## src/rtl/step_seq_pkg.sv

```systemverilog
// Shared types and sizing for the modulo-11 step sequencer.
package step_seq_pkg;

  localparam int unsigned CNT_W        = 4;
  localparam int unsigned DEF_MAX_VAL  = 10;
  localparam int unsigned DEF_PRESCALE = 4;
  localparam int unsigned DEF_PW       = 8;

  typedef enum logic {
    ST_IDLE = 1'b0,
    ST_RUN  = 1'b1
  } state_e;

endpackage

```

## src/rtl/step_seq11_if.sv

```systemverilog
// Control/status bundle between the front-panel logic and the step sequencer.
interface step_seq11_if;
  import step_seq_pkg::*;

  logic             start;
  logic             stop;
  logic             dir;
  logic             clear;
  logic             load;
  logic [CNT_W-1:0] load_val;
  logic [CNT_W-1:0] count;
  logic             running;
  logic             tc;
  logic             load_err;

  modport master (
    output start, stop, dir, clear, load, load_val,
    input  count, running, tc, load_err
  );

  modport slave (
    input  start, stop, dir, clear, load, load_val,
    output count, running, tc, load_err
  );

endinterface

```

## src/rtl/step_prescaler.sv

```systemverilog
// PW-bit rate divider: asserts step_tick_c on the enabled cycle where it wraps.
module step_prescaler
  import step_seq_pkg::*;
#(
  parameter int unsigned PRESCALE = DEF_PRESCALE,
  parameter int unsigned PW       = DEF_PW
) (
  input  logic clk,
  input  logic rst_n,
  input  logic clr,
  input  logic en,
  output logic step_tick_c
);

  localparam logic [PW-1:0] TERM = PW'(PRESCALE - 1);

  logic [PW-1:0] cnt_q, cnt_d;

  always_comb begin
    cnt_d       = cnt_q;
    step_tick_c = en && (cnt_q == TERM);
    if (clr) begin
      cnt_d = '0;
    end else if (en) begin
      cnt_d = (cnt_q == TERM) ? '0 : cnt_q + PW'(1);
    end
  end

  always_ff @(posedge clk or negedge rst_n) begin
    if (!rst_n) begin
      cnt_q <= '0;
    end else begin
      cnt_q <= cnt_d;
    end
  end

endmodule

```

## src/rtl/step_seq11.sv

```systemverilog
// Modulo-(MAX_VAL+1) up/down step sequencer feeding the one-hot decode stage.
module step_seq11
  import step_seq_pkg::*;
#(
  parameter int unsigned MAX_VAL  = DEF_MAX_VAL,
  parameter int unsigned PRESCALE = DEF_PRESCALE,
  parameter int unsigned PW       = DEF_PW
) (
  input  logic        clk,
  input  logic        rst_n,
  step_seq11_if.slave bus
);

  localparam logic [CNT_W-1:0] MAX_C = CNT_W'(MAX_VAL);

  state_e           state_q, state_d;
  logic [CNT_W-1:0] count_q, count_d;
  logic             running_q, running_d;
  logic             tc_q, tc_d;
  logic             load_err_q, load_err_d;
  logic             pre_clr_c, pre_en_c, step_tick_c;

  step_prescaler #(
    .PRESCALE (PRESCALE),
    .PW       (PW)
  ) u_prescaler (
    .clk         (clk),
    .rst_n       (rst_n),
    .clr         (pre_clr_c),
    .en          (pre_en_c),
    .step_tick_c (step_tick_c)
  );

  // Next state plus clear > load > step priority on the count register.
  always_comb begin
    state_d    = state_q;
    count_d    = count_q;
    tc_d       = 1'b0;
    load_err_d = 1'b0;
    pre_clr_c  = 1'b0;
    pre_en_c   = (state_q == ST_RUN);

    case (state_q)
      ST_IDLE: begin
        pre_clr_c = 1'b1;
        if (bus.start && !bus.stop) state_d = ST_RUN;
      end
      ST_RUN: begin
        if (bus.stop) state_d = ST_IDLE;
      end
      default: state_d = ST_IDLE;
    endcase

    if (bus.clear) begin
      count_d   = '0;
      pre_clr_c = 1'b1;
    end else if (bus.load) begin
      pre_clr_c = 1'b1;
      if (bus.load_val > MAX_C) begin
        count_d    = MAX_C;
        load_err_d = 1'b1;
      end else begin
        count_d = bus.load_val;
      end
    end else if (step_tick_c && !bus.stop) begin
      if (bus.dir) begin
        if (count_q >= MAX_C) begin
          count_d = '0;
          tc_d    = 1'b1;
        end else begin
          count_d = count_q + CNT_W'(1);
        end
      end else begin
        if (count_q == '0) begin
          count_d = MAX_C;
          tc_d    = 1'b1;
        end else begin
          count_d = count_q - CNT_W'(1);
        end
      end
    end

    running_d = (state_d == ST_RUN);
  end

  always_ff @(posedge clk or negedge rst_n) begin
    if (!rst_n) begin
      state_q    <= ST_IDLE;
      count_q    <= '0;
      running_q  <= 1'b0;
      tc_q       <= 1'b0;
      load_err_q <= 1'b0;
    end else begin
      state_q    <= state_d;
      count_q    <= count_d;
      running_q  <= running_d;
      tc_q       <= tc_d;
      load_err_q <= load_err_d;
    end
  end

  assign bus.count    = count_q;
  assign bus.running  = running_q;
  assign bus.tc       = tc_q;
  assign bus.load_err = load_err_q;

endmodule

```

## src/flat_wrapper.sv

```systemverilog
// flat-port wrapper written by rule: the top's interface ports become plain ports
module step_seq11_flat import step_seq_pkg::*;
#(
  parameter int unsigned MAX_VAL  = DEF_MAX_VAL,
  parameter int unsigned PRESCALE = DEF_PRESCALE,
  parameter int unsigned PW       = DEF_PW
)
  (clk, rst_n, bus_start, bus_stop, bus_dir, bus_clear, bus_load, bus_load_val, bus_count, bus_running, bus_tc, bus_load_err);
  step_seq11_if bus_i ();
  input  logic clk;
  input  logic rst_n;
  input wire logic [$bits(bus_i.start)-1:0] bus_start;
  input wire logic [$bits(bus_i.stop)-1:0] bus_stop;
  input wire logic [$bits(bus_i.dir)-1:0] bus_dir;
  input wire logic [$bits(bus_i.clear)-1:0] bus_clear;
  input wire logic [$bits(bus_i.load)-1:0] bus_load;
  input wire logic [$bits(bus_i.load_val)-1:0] bus_load_val;
  output wire logic [$bits(bus_i.count)-1:0] bus_count;
  output wire logic [$bits(bus_i.running)-1:0] bus_running;
  output wire logic [$bits(bus_i.tc)-1:0] bus_tc;
  output wire logic [$bits(bus_i.load_err)-1:0] bus_load_err;
  assign bus_i.start = bus_start;
  assign bus_i.stop = bus_stop;
  assign bus_i.dir = bus_dir;
  assign bus_i.clear = bus_clear;
  assign bus_i.load = bus_load;
  assign bus_i.load_val = bus_load_val;
  assign bus_count = bus_i.count;
  assign bus_running = bus_i.running;
  assign bus_tc = bus_i.tc;
  assign bus_load_err = bus_i.load_err;
  step_seq11 #(.MAX_VAL(MAX_VAL), .PRESCALE(PRESCALE), .PW(PW)) u_core (.clk(clk), .rst_n(rst_n), .bus(bus_i));
endmodule
```

## config.mk

```make
export PLATFORM = sky130hd
export DESIGN_NAME = step_seq11_flat
export DESIGN_NICKNAME = d
export VERILOG_FILES = /design/src/rtl/step_seq_pkg.sv /design/src/rtl/step_seq11_if.sv /design/src/rtl/step_prescaler.sv /design/src/rtl/step_seq11.sv /design/src/flat_wrapper.sv
export SDC_FILE = /design/constraint.sdc
export NUM_CORES = 1
export LEC_CHECK = 0
export ABC_CLOCK_PERIOD_IN_PS = 2900
export BUFFER_PORTS_ARGS = -buffer_cell sky130_fd_sc_hd__buf_2
export CORE_ASPECT_RATIO = 0.7
export CORE_UTILIZATION = 40
export DETAILED_ROUTE_END_ITERATION = 12
export PLACE_DENSITY_LB_ADDON = 0.05
export REMOVE_ABC_BUFFERS = 1
export SLEW_MARGIN = 10
export SYNTH_ARGS = -nofsm -noshare
export SYNTH_HDL_FRONTEND = slang
export SYNTH_SLANG_ARGS = --single-unit
```

## constraint.sdc

```tcl
create_clock -name clk -period 2.9 [get_ports clk]
set_clock_uncertainty 0.05 [all_clocks]
set_input_delay 0.145 -clock clk [delete_from_list [all_inputs] [get_ports clk]]
set_output_delay 0.145 -clock clk [all_outputs]
set_load 0.1 [all_outputs]
```

Word-level counts from Yosys, hierarchy flattened:

Cells that the tools add are included.
Widths: inputs -> output; s select.

* add/subtract/negate cells: 3
* magnitude comparators: 2
* equality and inequality tests: 1
* mux-type cells: 25
* bitwise logic cells: 1
* reduce and logical (&&, ||, !) cells: 7

Operator list (count)
* $mux 4: 7
* $mux 8: 3
* $mux 1: 14
* $add 8x1->8 const B: 1
* $eq 8x2->1 const B: 1
* $add 4x1->4 const B: 1
* $ge 4x4->1 const B: 1
* $gt 4x4->1 const B: 1
* $logic_not 4->1: 1
* $sub 4x1->4 const B: 1
* $logic_and 1x1->1: 3
* $reduce_bool 3->1: 1
* $pmux 1 s2: 1
* $reduce_bool 2->1: 1
* $logic_not 1->1: 1
* $not 1->1: 1

* flip-flop bits (word level): 15
* bits of input ports: 11
* output and inout bits: 7
* word-level logic and storage cells: 44

Longest topological paths before layout:

Gate-level depths: netlist (run 1).

* depth in word-level cells: 6
* gate-level depth with buffers: 6
* depth with buffers taken out: 6

Cells and area by module:

From an unflattened synthesis (run 1), not the netlist that was laid out.

* cells, all modules: 117
* area, all modules: 997.2 um2

Modules (own cells, without submodules)
* step_seq11: instances 1, cells an instance 69, area an instance 558.0 um2, seq. area each 175.2 um2
* step_prescaler: instances 1, cells an instance 48, area an instance 439.2 um2, seq. area each 200.2 um2

Worst setup path after synthesis (run 1):

Ideal clock, no wire load.

* path type: register -> register
* start: reg u_core.count_q[0], in the netlist u_core.bus.count[0]
* end: reg u_core.count_q[3], in the netlist u_core.bus.count[3]
* library setup time: 0.094 ns
* arrival: 2.355 ns
* data required time: 2.756 ns
* path slack: 0.401 ns
* cell stages (with the launch flop): 7
* clock period less this slack: 2.499 ns
* path through: dfrtp_1 > inv_1 > ha_1 > or4b_1 > a31oi_1 > a22oi_1 > o31ai_2

* cells in the longest elaborated chain, start to end: 6
* elaborated cells between the ends (all ways): 10
* classes of those cells: 2 x add/sub; 1 x order compare; 6 x mux; 1 x reduce/logical

Ends and longest elaborated chain
* from (decl): line step_seq11.sv:17 `logic [CNT_W-1:0] count_q, count_d;`
* from (signal assigned): line step_seq11.sv:95 `count_q <= count_d;`
* $sub 4x1->4, or another cell as far along: line step_seq11.sv:78 `count_d = count_q - CNT_W'(1);`
* $mux 4, on equally long branches: line step_seq11.sv:74, step_seq11.sv:67
* $mux 4 *: line step_seq11.sv:66 `if (bus.dir) begin`
* $mux 4 *: line step_seq11.sv:65 `end else if (step_tick_c && !bus.stop) begin`
* $mux 4 *: line step_seq11.sv:57 `end else if (bus.load) begin`
* $mux 4 *: line step_seq11.sv:54 `if (bus.clear) begin`

Mark *: on every way between the ends. The rest lies on a longest branch, timed or not. The select of a mux whose other input is x is not followed.
A chain may end at the register's enable or synchronous reset.

Worst setup path in the final report (run 1):

Ends and elaborated chain as after synthesis.

==> results of run 1 <==
[area by class of cell]
type                    count  area, sq um
fillers                   215         1087
multi-input cells          72        501.7
flip-flops and latches     15        375.4
repair buffers             19        105.1
well taps                  32        40.04
clock buffers               4        26.28
inverters                   5        18.77
[metal layers]
metal  GRT usage  share of wire
met1      0.2891           0.57
met2      0.2382           0.39
met3     0.06481          0.036
met4     0.02857         0.0050
met5           0              0
[worst paths after layout]
path	to	startpoint	slack (ps)	depth (start not counted)
hold reg to reg	u_core.u_prescaler.cnt_q[0]$_DFFE_PN0P_	u_core.u_prescaler.cnt_q[0]$_DFFE_PN0P_	480	1
setup reg to reg	u_core.bus.count[3]$_DFFE_PN0P_	u_core.bus.count[0]$_DFFE_PN0P_	1010	6
setup / recovery	u_core.bus.count[3]$_DFFE_PN0P_	u_core.bus.count[0]$_DFFE_PN0P_	1010	6
min in group asynchronous	u_core.u_prescaler.cnt_q[2]$_DFFE_PN0P_	rst_n	250	2
max in group asynchronous	u_core.u_prescaler.cnt_q[3]$_DFFE_PN0P_	rst_n	2300	2
hold / removal	u_core.pre_en_c$_DFF_PN0_	bus_start	50	3
[stage by stage]
step / total power, mW / instance area (sq um) / hold WS (ps)
3_5_place_dp: 0.3508 / 1021 / 23.94
6_report: 0.4659 / 1067 / 46.43
4_1_cts: 0.4724 / 1067 / 43.88
3_3_place_gp: 0.3492 / 1021 / 27.34
5_1_grt: 0.4926 / 1067 / 39.64
2_1_floorplan: 0.3144 / 895.9 / -200.6
[registers in the layout (all words and copies together), names as in the netlist]
name                      count
u_core.bus.load_err           1
u_core.bus.tc                 1
u_core.pre_en_c               1
u_core.bus.count              4
u_core.u_prescaler.cnt_q      8
[worst register-to-register path: stages (launching register included)]
cell	delay (ps)
dfrtp_1	450
inv_1	110
ha_1	210
or4b_1	490
a31oi_1	170
a22oi_1	90
o31ai_2	220
[kinds of logic (layout without fill, tap and decap cells)]
logic type | count (synthesis) | count (layout) | synth area share
and+or+nand+nor | 42 | 42 | 0.2578
AOI/OAI and AO/OA | 19 | 19 | 0.1678
DFF | 15 | 15 | 0.4093
buffers and inverters | 8 | 28 | 0.04365
xor gates and xnor gates | 7 | 7 | 0.06685
adders and majority gates | 4 | 4 | 0.05457
[what timing repair did]
| action | CTS | global route |
|---|---|---|
| hold endpoints to repair | 16 | 0 |
| hold buffers | 2 | 0 |
| buffers inserted | 0 | 0 |
[power by group]
group | switching, mW | leakage, nW | total [mW] | internal [mW]
Sequential | 0.0142 | 0.205 | 0.230 | 0.215
Combinational | 0.0841 | 0.253 | 0.119 | 0.0352
Clock | 0.0638 | 0.0150 | 0.117 | 0.0533
Total | 0.162 | 0.473 | 0.466 | 0.304
[layout by cell type, fill, tap and decap left out, drive strengths merged, types with 2 or more instances in the layout]
master,instances
buf,17
dfrtp,15
nor2,12
nand3,7
nand2,7
xor2,5
inv,5
ha,4
clkbuf,4
a21oi,3
a31oi,3
nor4b,3
o31ai,3
and3,2
nand4b,2
xnor2,2
and2,2
dlygate4sd3,2
o21ai,2
==> qor_table.md, run 1 <==
| Step | Quantity | This run |
|---|---|---|
| timing | Minimum period implied by the final worst setup slack | 1888 ps |
| cells and area | Final core utilization | 0.4954 |
| timing | PnR worst setup slack | 1012 ps |
| synthesis | Number of distinct library cells after synthesis | 37 |
| synthesis | Count of flip-flops with a built-in enable after synthesis | 0 |
| cells and area | Synthesis-to-layout area growth | 16.37% |
| cells and area | Total Nets Final | 131 |
| clock network | Clock latency on the worst-skew pair | 280 ps |
| floorplan | Standard-cell row count | 14 |
| placement | Number of buffer cells added on primary ports | 17 |
| flow run | Max-cap violation count | 0 |
| floorplan | Die boundary height | 42.06 um |
| drt | Aggregate routed wire length | 1990 um |
| synthesis | Yosys warns | 0 |
| synthesis | Post-synth top area cell | dfrtp_1 |
| synthesis | #FFs+latches synth | 15 |
| drt | Remaining number of nets flagged by the antenna check after routing | 0 |
| clock network | Clock input transition at the sequential cells of the worst setup and hold paths | 90 ps |
| clock network | Root buffer selected by CTS | clkbuf_4 |
| grt | Wire length of the first global-routing pass | 3298 um |
| setup path | Critical Path Fanout Max | 7 |
| floorplan | Area of the placeable core | 2155 sq um |
| timing | Period utilisation layout | 0.6510 |
| outcome | Run status | completed |
| grt | Via count of the first global-routing pass | 687 |
| timing | Accumulated negative setup slack | 0 ps |
| synthesis | Register area share after synthesis | 0.4093 |
| grt | Remaining Overflow, GRT | 0 |
| setup path | Signal arrival time at the worst endpoint | 2030 ps |
| clock network | Maximum buffer depth of the clock tree | 2 |
| setup path | Type of element capturing the critical path | register |
| grt | Initial antenna violation count | 0 |
| clock network | TritonCTS sink count | 15 |
| cells and area | Post-route insts no fill | 147 |
| synthesis | Fraction of registers with async set/reset | 1.000 |
| timing | Pins over their slew limit | 0 |
| drt | Detailed-route via count | 757 |
| setup path | Top cell family by delay on the critical path | simple AND/OR/NAND/NOR gates |
| drt | Vias per inst | 5.150 |
| floorplan | Die area | 2491 sq um |
| floorplan | I/O pin count | 18 |
| min path | Type of the worst min-delay path | input port to register |
| drt | Violation count after the first detailed-routing iteration | 18 |
| timing | Worst slew slack as a fraction of its limit | 0.5901 |
| synthesis | Largest cells by area after synthesis | dfrtp_1, ha_1, nor2_1 |
| placement | Post-Place Worst Slack | 1045 ps |
| timing | Unrepaired setup endpoints after global routing | false |
| drt | Length of the first detailed-routing pass in iterations | 4 |
| drt | Post-DR wirelength/cell | 13.54 um |
| grt | Overall track demand over capacity in global routing | 0.1828 |
| synthesis | Summed instance area of the synthesized netlist | 917.1 sq um |
| setup path | CP Cell Sequence | inv_1, ha_1, or4b_1, a31oi_1, a22oi_1, o31ai_2 |
| power and ir drop | Power density relative to cell area | 436.5 nW/um^2 |
| clock network | CTS tree | yes |
| synthesis | Synthesized area per cell | 9.654 sq um |
| timing | Total setup violations reported at the end of the flow | 0 |
| clock network | H-tree depth | 1 |
| cells and area | Fraction of layout cells with a size suffix above 1 | 0.2348 |
| floorplan | Initial core utilization | 0.4257 |
| setup path | Setup crit start kind | register |
| placement | Placed Cells | 141 |
| placement | Last weighted congestion value of the routability-driven placer | 0.8113 |
| drt | Remaining DRCs | 0 |
| cells and area | Number of antenna repair diodes | 0 |
| power and ir drop | LEAKAGE | 0.4727 nW |
| floorplan | Horizontal die dimension | 59.23 um |
| synthesis | Instance count of the mapped netlist | 95 |
| setup path | Worst-path cell with the longest stage delay | or4b_1 |
| timing | Count of endpoints failing hold in the final timing report | 0 |
| setup path | Slowest cell delay on critical path | 490 ps |
| power and ir drop | Worst voltage drop across the vdd grid | 0.0002651 V |
| setup path | Type of the worst setup path | register to register |
| clock network | Number of gates resized after cts | 0 |
| timing | Fmax | 0.5297 GHz |
| setup path | Data required time at the worst endpoint | 3040 ps |
| timing | Least-Margin Pin Slew | 614.9 ps |
| synthesis | Most frequently used flop master after synthesis | dfrtp_1 |
| placement | Post-DP HPWL | 1466 um |
| synthesis | Commonest cells in the synthesized netlist | dfrtp_1, nor2_1, nand2_1, nand3_1, xor2_1 |
| synthesis | Area share of the largest cell type after synthesis | 0.4093 |
| setup path | Buffers plus inverters on the worst setup path | 1 |
| clock network | Number of buffers inserted during clock tree synthesis | 3 |
| synthesis | Most instantiated library cell after synthesis | dfrtp_1 |
| grt | Largest net degree at the start of global routing | 16 |
No activity file was read; power rests on OpenSTA's default activity.
==> run 2: changes to the inputs <==
- ABC_CLOCK_PERIOD_IN_PS: 2900 -> 1550
- clock period: 2.9 -> 1.55 ns (I/O delays scaled with it)
==> qor_table.md, run 2 (synthesis results as in run 1) <==
| Step | Quantity | This run |
|---|---|---|
| grt | Remaining Overflow, GRT | 0 |
| drt | Length of the first detailed-routing pass in iterations | 4 |
| placement | Post-Place Worst Slack | -248.9 ps |
| setup path | Type of the worst setup path | register to register |
| clock network | Clock input transition at the sequential cells of the worst setup and hold paths | 80 ps |
| placement | Post-DP HPWL | 1610 um |
| drt | Remaining number of nets flagged by the antenna check after routing | 0 |
| floorplan | I/O pin count | 18 |
| setup path | Setup crit start kind | register |
| cells and area | Synthesis-to-layout area growth | 37.11% |
| setup path | Critical Path Fanout Max | 2 |
| floorplan | Horizontal die dimension | 59.23 um |
| cells and area | Total Nets Final | 149 |
| power and ir drop | Power density relative to cell area | 738.0 nW/um^2 |
| timing | Pins over their slew limit | 0 |
| floorplan | Area of the placeable core | 2155 sq um |
| timing | Period utilisation layout | 1.185 |
| timing | Unrepaired setup endpoints after global routing | true |
| grt | Wire length of the first global-routing pass | 3588 um |
| clock network | Clock latency on the worst-skew pair | 280 ps |
| clock network | H-tree depth | 1 |
| setup path | Signal arrival time at the worst endpoint | 1970 ps |
| cells and area | Commonest non-fill, non-tap cell in the layout | buf_2 |
| timing | Least-Margin Pin Slew | 483.2 ps |
| cells and area | Final core utilization | 0.5836 |
| min path | Endpoint, Worst Hold | u_core.bus.load_err$_DFF_PN0_ |
| floorplan | Die area | 2491 sq um |
| drt | Remaining DRCs | 0 |
| cells and area | Fraction of layout cells with a size suffix above 1 | 0.3910 |
| min path | Hold path depth | 2 |
| setup path | Reg2Reg Capture Point | u_core.bus.count[3]$_DFFE_PN0P_ |
| drt | Vias per inst | 5.061 |
| floorplan | Initial core utilization | 0.4257 |
| timing | PnR worst setup slack | -287.1 ps |
| outcome | Failing checks | setup timing |
| timing | Hold WS | 29.47 ps |
| setup path | Depth of the most critical reg-to-reg path | 5 |
| min path | Startpoint of the worst hold path | bus_clear |
| timing | Minimum period implied by the final worst setup slack | 1837 ps |
| power and ir drop | LEAKAGE | 0.5737 nW |
| grt | Initial antenna violation count | 0 |
| cells and area | Most flop-heavy register | u_core.u_prescaler.cnt_q |
| cells and area | Number of antenna repair diodes | 0 |
| cells and area | Highest-count cells in the layout ignoring fill and taps | buf_2, buf_4, dfrtp_1 |
| outcome | Run status | finished, violations left |
| setup path | Startpoint of the worst-slack reg-to-reg timing path | u_core.bus.count[1]$_DFFE_PN0P_ |
| drt | Violation count after the first detailed-routing iteration | 46 |
| grt | Via count of the first global-routing pass | 777 |
| clock network | Number of buffers inserted during clock tree synthesis | 3 |
| grt | Largest net degree at the start of global routing | 16 |
| setup path | Data required time at the worst endpoint | 1680 ps |
| timing | Fmax | 0.5443 GHz |
| clock network | Root buffer selected by CTS | clkbuf_4 |
| timing | Total setup violations reported at the end of the flow | 3 |
| placement | Number of buffer cells added on primary ports | 17 |
| setup path | Register-to-register setup slack | -290 ps |
| cells and area | Max FFs per register | 8 |
| timing | Count of endpoints failing hold in the final timing report | 0 |
| timing | Worst slew slack as a fraction of its limit | 0.6801 |
| drt | Post-DR wirelength/cell | 13.21 um |
| flow run | Max-cap violation count | 0 |
| clock network | CTS tree | yes |
| floorplan | Standard-cell row count | 14 |
| drt | Aggregate routed wire length | 2180 um |
| floorplan | Die boundary height | 42.06 um |
| drt | Detailed-route via count | 835 |
| setup path | Type of element capturing the critical path | register |
| clock network | TritonCTS sink count | 15 |
| clock network | Maximum buffer depth of the clock tree | 2 |
| power and ir drop | Worst voltage drop across the vdd grid | 0.0003951 V |
| placement | Last weighted congestion value of the routability-driven placer | 0.8220 |
| grt | Overall track demand over capacity in global routing | 0.1948 |
| min path | Type of the worst min-delay path | input port to register |
run 2: changes by cell type in the layout (fill, tap and decap cells not counted), sizes merged:
cell	before	now
buf	17	34
dlygate4sd3	2	3
run 2: layer usage:
metal  track usage  vias to the layer above  routed length, um
met3       0.06481                        0                107
met5             0                        -                  0
met2        0.2584                       24                881
met1        0.3065                      392               1191
met4       0.02857                        0                  0
li1              -                      419                  -
run 2: cell type report:
type / instances / area, sq um
Clock buffer: 4 / 26.28
Fill cell: 198 / 897.1
Inverter: 5 / 18.77
Multi-Input combinational cell: 72 / 550.5
Sequential cell: 15 / 375.4
Tap cell: 32 / 40.04
Timing Repair Buffer: 37 / 246.5
run 2: report_power, final:
group,internal (mW),switching [mW],leakage [nW]
clock,0.100,0.119,0.0150
sequential,0.403,0.0107,0.205
combinational,0.104,0.192,0.354
total,0.607,0.321,0.574
run 2: metrics by stage:
step | TNS, ps | area [sq um] | total power [mW] | instances
2_1_floorplan | -4968 | 895.9 | 0.5883 | 92
3_3_place_gp | -418.8 | 1141 | 0.6770 | 157
3_5_place_dp | -456.2 | 1141 | 0.6785 | 157
4_1_cts | -433.7 | 1216 | 0.9081 | 164
5_1_grt | -827.8 | 1257 | 0.9753 | 165
6_report | -552.0 | 1257 | 0.9280 | 165
run 2: worst max path at each step:
stage	from	endpoint	slack [ps]	cells after the start
finish	u_core.bus.count[1]$_DFFE_PN0P_	u_core.bus.count[3]$_DFFE_PN0P_	-290	5
global route	u_core.bus.count[1]$_DFFE_PN0P_	u_core.bus.count[3]$_DFFE_PN0P_	-350	5
CTS	u_core.bus.count[0]$_DFFE_PN0P_	u_core.bus.count[3]$_DFFE_PN0P_	-220	6
detailed placement	u_core.bus.count[0]$_DFFE_PN0P_	u_core.bus.count[3]$_DFFE_PN0P_	-250	6
global placement	u_core.bus.count[0]$_DFFE_PN0P_	u_core.bus.count[3]$_DFFE_PN0P_	-220	6
floorplan	u_core.bus.count[0]$_DFFE_PN0P_	u_core.bus.count[3]$_DFFE_PN0P_	-950	6
run 2: critical path, cell delays in order (launching register included):
cell and delay [ps]:
dfrtp_1 430, ha_4 180, or4b_4 510, a31oi_1 200, a22oi_1 100, o31ai_2 280
run 2: timing repair:
item / CTS / global route
hold buffers: 3 / 0
endpoints found under the setup margin: 4 / 5
buffers inserted: 0 / 1
pin swaps: 5 / 6
gates resized for setup: 4 / 7
endpoints found under the hold margin: 16 / 0
==> run 3: changes to the inputs <==
- CORE_UTILIZATION: 40 -> 48
- CTS_CLUSTER_DIAMETER: not set -> 40
==> qor_table.md, run 3 (synthesis results as in run 1) <==
| Step | Quantity | This run |
|---|---|---|
| floorplan | Area of the placeable core | 1682 sq um |
| floorplan | Die area | 2092 sq um |
| setup path | Slowest cell delay on critical path | 460 ps |
| cells and area | Most flop-heavy register | u_core.u_prescaler.cnt_q |
| timing | Count of endpoints failing hold in the final timing report | 0 |
| clock network | TritonCTS sink count | 15 |
| placement | Number of buffer cells added on primary ports | 17 |
| setup path | Worst-path cell with the longest stage delay | or4b_1 |
| drt | Aggregate routed wire length | 2441 um |
| clock network | H-tree depth | 1 |
| timing | Worst slew slack as a fraction of its limit | 0.6772 |
| setup path | Type of element capturing the critical path | register |
| drt | Length of the first detailed-routing pass in iterations | 4 |
| timing | PnR worst setup slack | -77.54 ps |
| timing | Pins over their slew limit | 0 |
| drt | Detailed-route via count | 903 |
| clock network | Clock input transition at the sequential cells of the worst setup and hold paths | 90 ps |
| grt | Remaining Overflow, GRT | 0 |
| cells and area | Commonest non-fill, non-tap cell in the layout | buf_4 |
| placement | Post-DP HPWL | 1655 um |
| floorplan | Die boundary height | 38.57 um |
| timing | Total setup violations reported at the end of the flow | 4 |
| power and ir drop | LEAKAGE | 0.5885 nW |
| flow run | Max-cap violation count | 0 |
| timing | Period utilisation layout | 1.050 |
| setup path | Data required time at the worst endpoint | 1700 ps |
| outcome | Run status | finished, violations left |
| clock network | CTS tree | yes |
| timing | Minimum period implied by the final worst setup slack | 1628 ps |
| grt | Initial antenna violation count | 0 |
| floorplan | I/O pin count | 18 |
| grt | Via count of the first global-routing pass | 845 |
| grt | Wire length of the first global-routing pass | 3836 um |
| power and ir drop | Power density relative to cell area | 732.4 nW/um^2 |
| setup path | CP Cell Sequence | inv_2, ha_2, or4b_1, a31oi_1, a22oi_1, o31ai_2 |
| grt | Overall track demand over capacity in global routing | 0.2737 |
| power and ir drop | Worst voltage drop across the vdd grid | 0.0007824 V |
| setup path | Type of the worst setup path | register to register |
| outcome | Failing checks | setup timing |
| setup path | Signal arrival time at the worst endpoint | 1780 ps |
| drt | Remaining number of nets flagged by the antenna check after routing | 0 |
| min path | Type of the worst min-delay path | input port to register |
| cells and area | Number of antenna repair diodes | 0 |
| clock network | Number of buffers inserted during clock tree synthesis | 3 |
| clock network | Maximum buffer depth of the clock tree | 2 |
| timing | Hold WS | 43.53 ps |
| floorplan | Horizontal die dimension | 54.25 um |
| timing | Accumulated negative setup slack | -195.1 ps |
| drt | Vias per inst | 5.788 |
| drt | Post-DR wirelength/cell | 15.65 um |
| setup path | Critical Path Fanout Max | 2 |
| floorplan | Initial core utilization | 0.5454 |
| timing | Unrepaired setup endpoints after global routing | true |
| cells and area | Total Nets Final | 151 |
| timing | Least-Margin Pin Slew | 487.6 ps |
| setup path | Setup crit start kind | register |
| timing | Fmax | 0.6144 GHz |
| cells and area | Highest-count cells in the layout ignoring fill and taps | buf_4, buf_2, dfrtp_1 |
| floorplan | Standard-cell row count | 12 |
| cells and area | Max FFs per register | 8 |
| drt | Remaining DRCs | 0 |
| cells and area | Synthesis-to-layout area growth | 41.34% |
| clock network | Clock latency on the worst-skew pair | 280 ps |
| grt | Largest net degree at the start of global routing | 16 |
| cells and area | Fraction of layout cells with a size suffix above 1 | 0.4296 |
| placement | Last weighted congestion value of the routability-driven placer | 0.8734 |
| clock network | Root buffer selected by CTS | clkbuf_4 |
| drt | Violation count after the first detailed-routing iteration | 31 |
==> run 3: cell count changes in the layout (fill, tap and decap cells not counted), sizes merged <==
cell	delta
buf	+2
==> run 3: path summary, 6_finish.rpt <==
kind,depth (start not counted),slack (ps),startpoint,endpoint
max in group asynchronous,2,1030,rst_n,u_core.bus.count[2]$_DFFE_PN0P_
hold reg to reg,2,530,u_core.u_prescaler.cnt_q[0]$_DFFE_PN0P_,u_core.u_prescaler.cnt_q[0]$_DFFE_PN0P_
setup reg to reg,6,-80,u_core.bus.count[0]$_DFFE_PN0P_,u_core.bus.count[3]$_DFFE_PN0P_
hold / removal,2,40,bus_clear,u_core.bus.load_err$_DFF_PN0_
min in group asynchronous,2,170,rst_n,u_core.bus.count[0]$_DFFE_PN0P_
setup / recovery,6,-80,u_core.bus.count[0]$_DFFE_PN0P_,u_core.bus.count[3]$_DFFE_PN0P_
==> run 3: final cells by class <==
| cell class | instances | area, sq um |
|---|---|---|
| Multi-Input combinational cell | 72 | 588.1 |
| Inverter | 5 | 18.77 |
| Timing Repair Buffer | 39 | 261.5 |
| Clock buffer | 4 | 26.28 |
| Fill cell | 118 | 385.4 |
| Sequential cell | 15 | 375.4 |
| Tap cell | 21 | 26.28 |
==> run 3: timing repair <==
| item | in CTS | in global routing |
|---|---|---|
| endpoints found under the hold margin | 16 | 0 |
| hold buffers | 3 | 0 |
| buffers inserted | 2 | 3 |
| gates resized for setup | 6 | 10 |
| setup endpoints to repair | 4 | 4 |
| pin swaps | 5 | 10 |
==> run 3: report_power, final <==
part / internal [mW] / switching [mW] / leakage [nW]
Sequential: 0.403 / 0.00957 / 0.205
Combinational: 0.113 / 0.200 / 0.369
Clock: 0.100 / 0.124 / 0.0150
==> run 3: critical path: cells and delay by family (launching register included) <==
kind / cells / cell delay (ps)
flops: 1 / 370
compound gates: 3 / 440
buf+inv: 1 / 50
fa+ha+maj: 1 / 180
simple gates: 1 / 460
==> run 3: metrics by stage <==
stage / std cells / setup slack [ps] / total power, mW / cell area, sq um / util
2_1_floorplan: 92 / -951.4 / 0.5883 / 895.9 / -
3_3_place_gp: 144 / -114.0 / 0.6691 / 1112 / 0.6615
3_5_place_dp: 144 / -140.4 / 0.6721 / 1112 / 0.6615
4_1_cts: 153 / -68.55 / 0.9171 / 1207 / 0.7180
5_1_grt: 156 / -138.9 / 0.9895 / 1296 / 0.7708
6_report: 156 / -77.54 / 0.9493 / 1296 / 0.7708
==> run 3: metal layers <==
| metal | global-route usage | wire length, um |
|---|---|---|
| met1 | 0.3837 | 1096 |
| met2 | 0.4177 | 1106 |
| met3 | 0.08235 | 223 |
| met4 | 0.05128 | 14 |
| met5 | 0 | 0 |
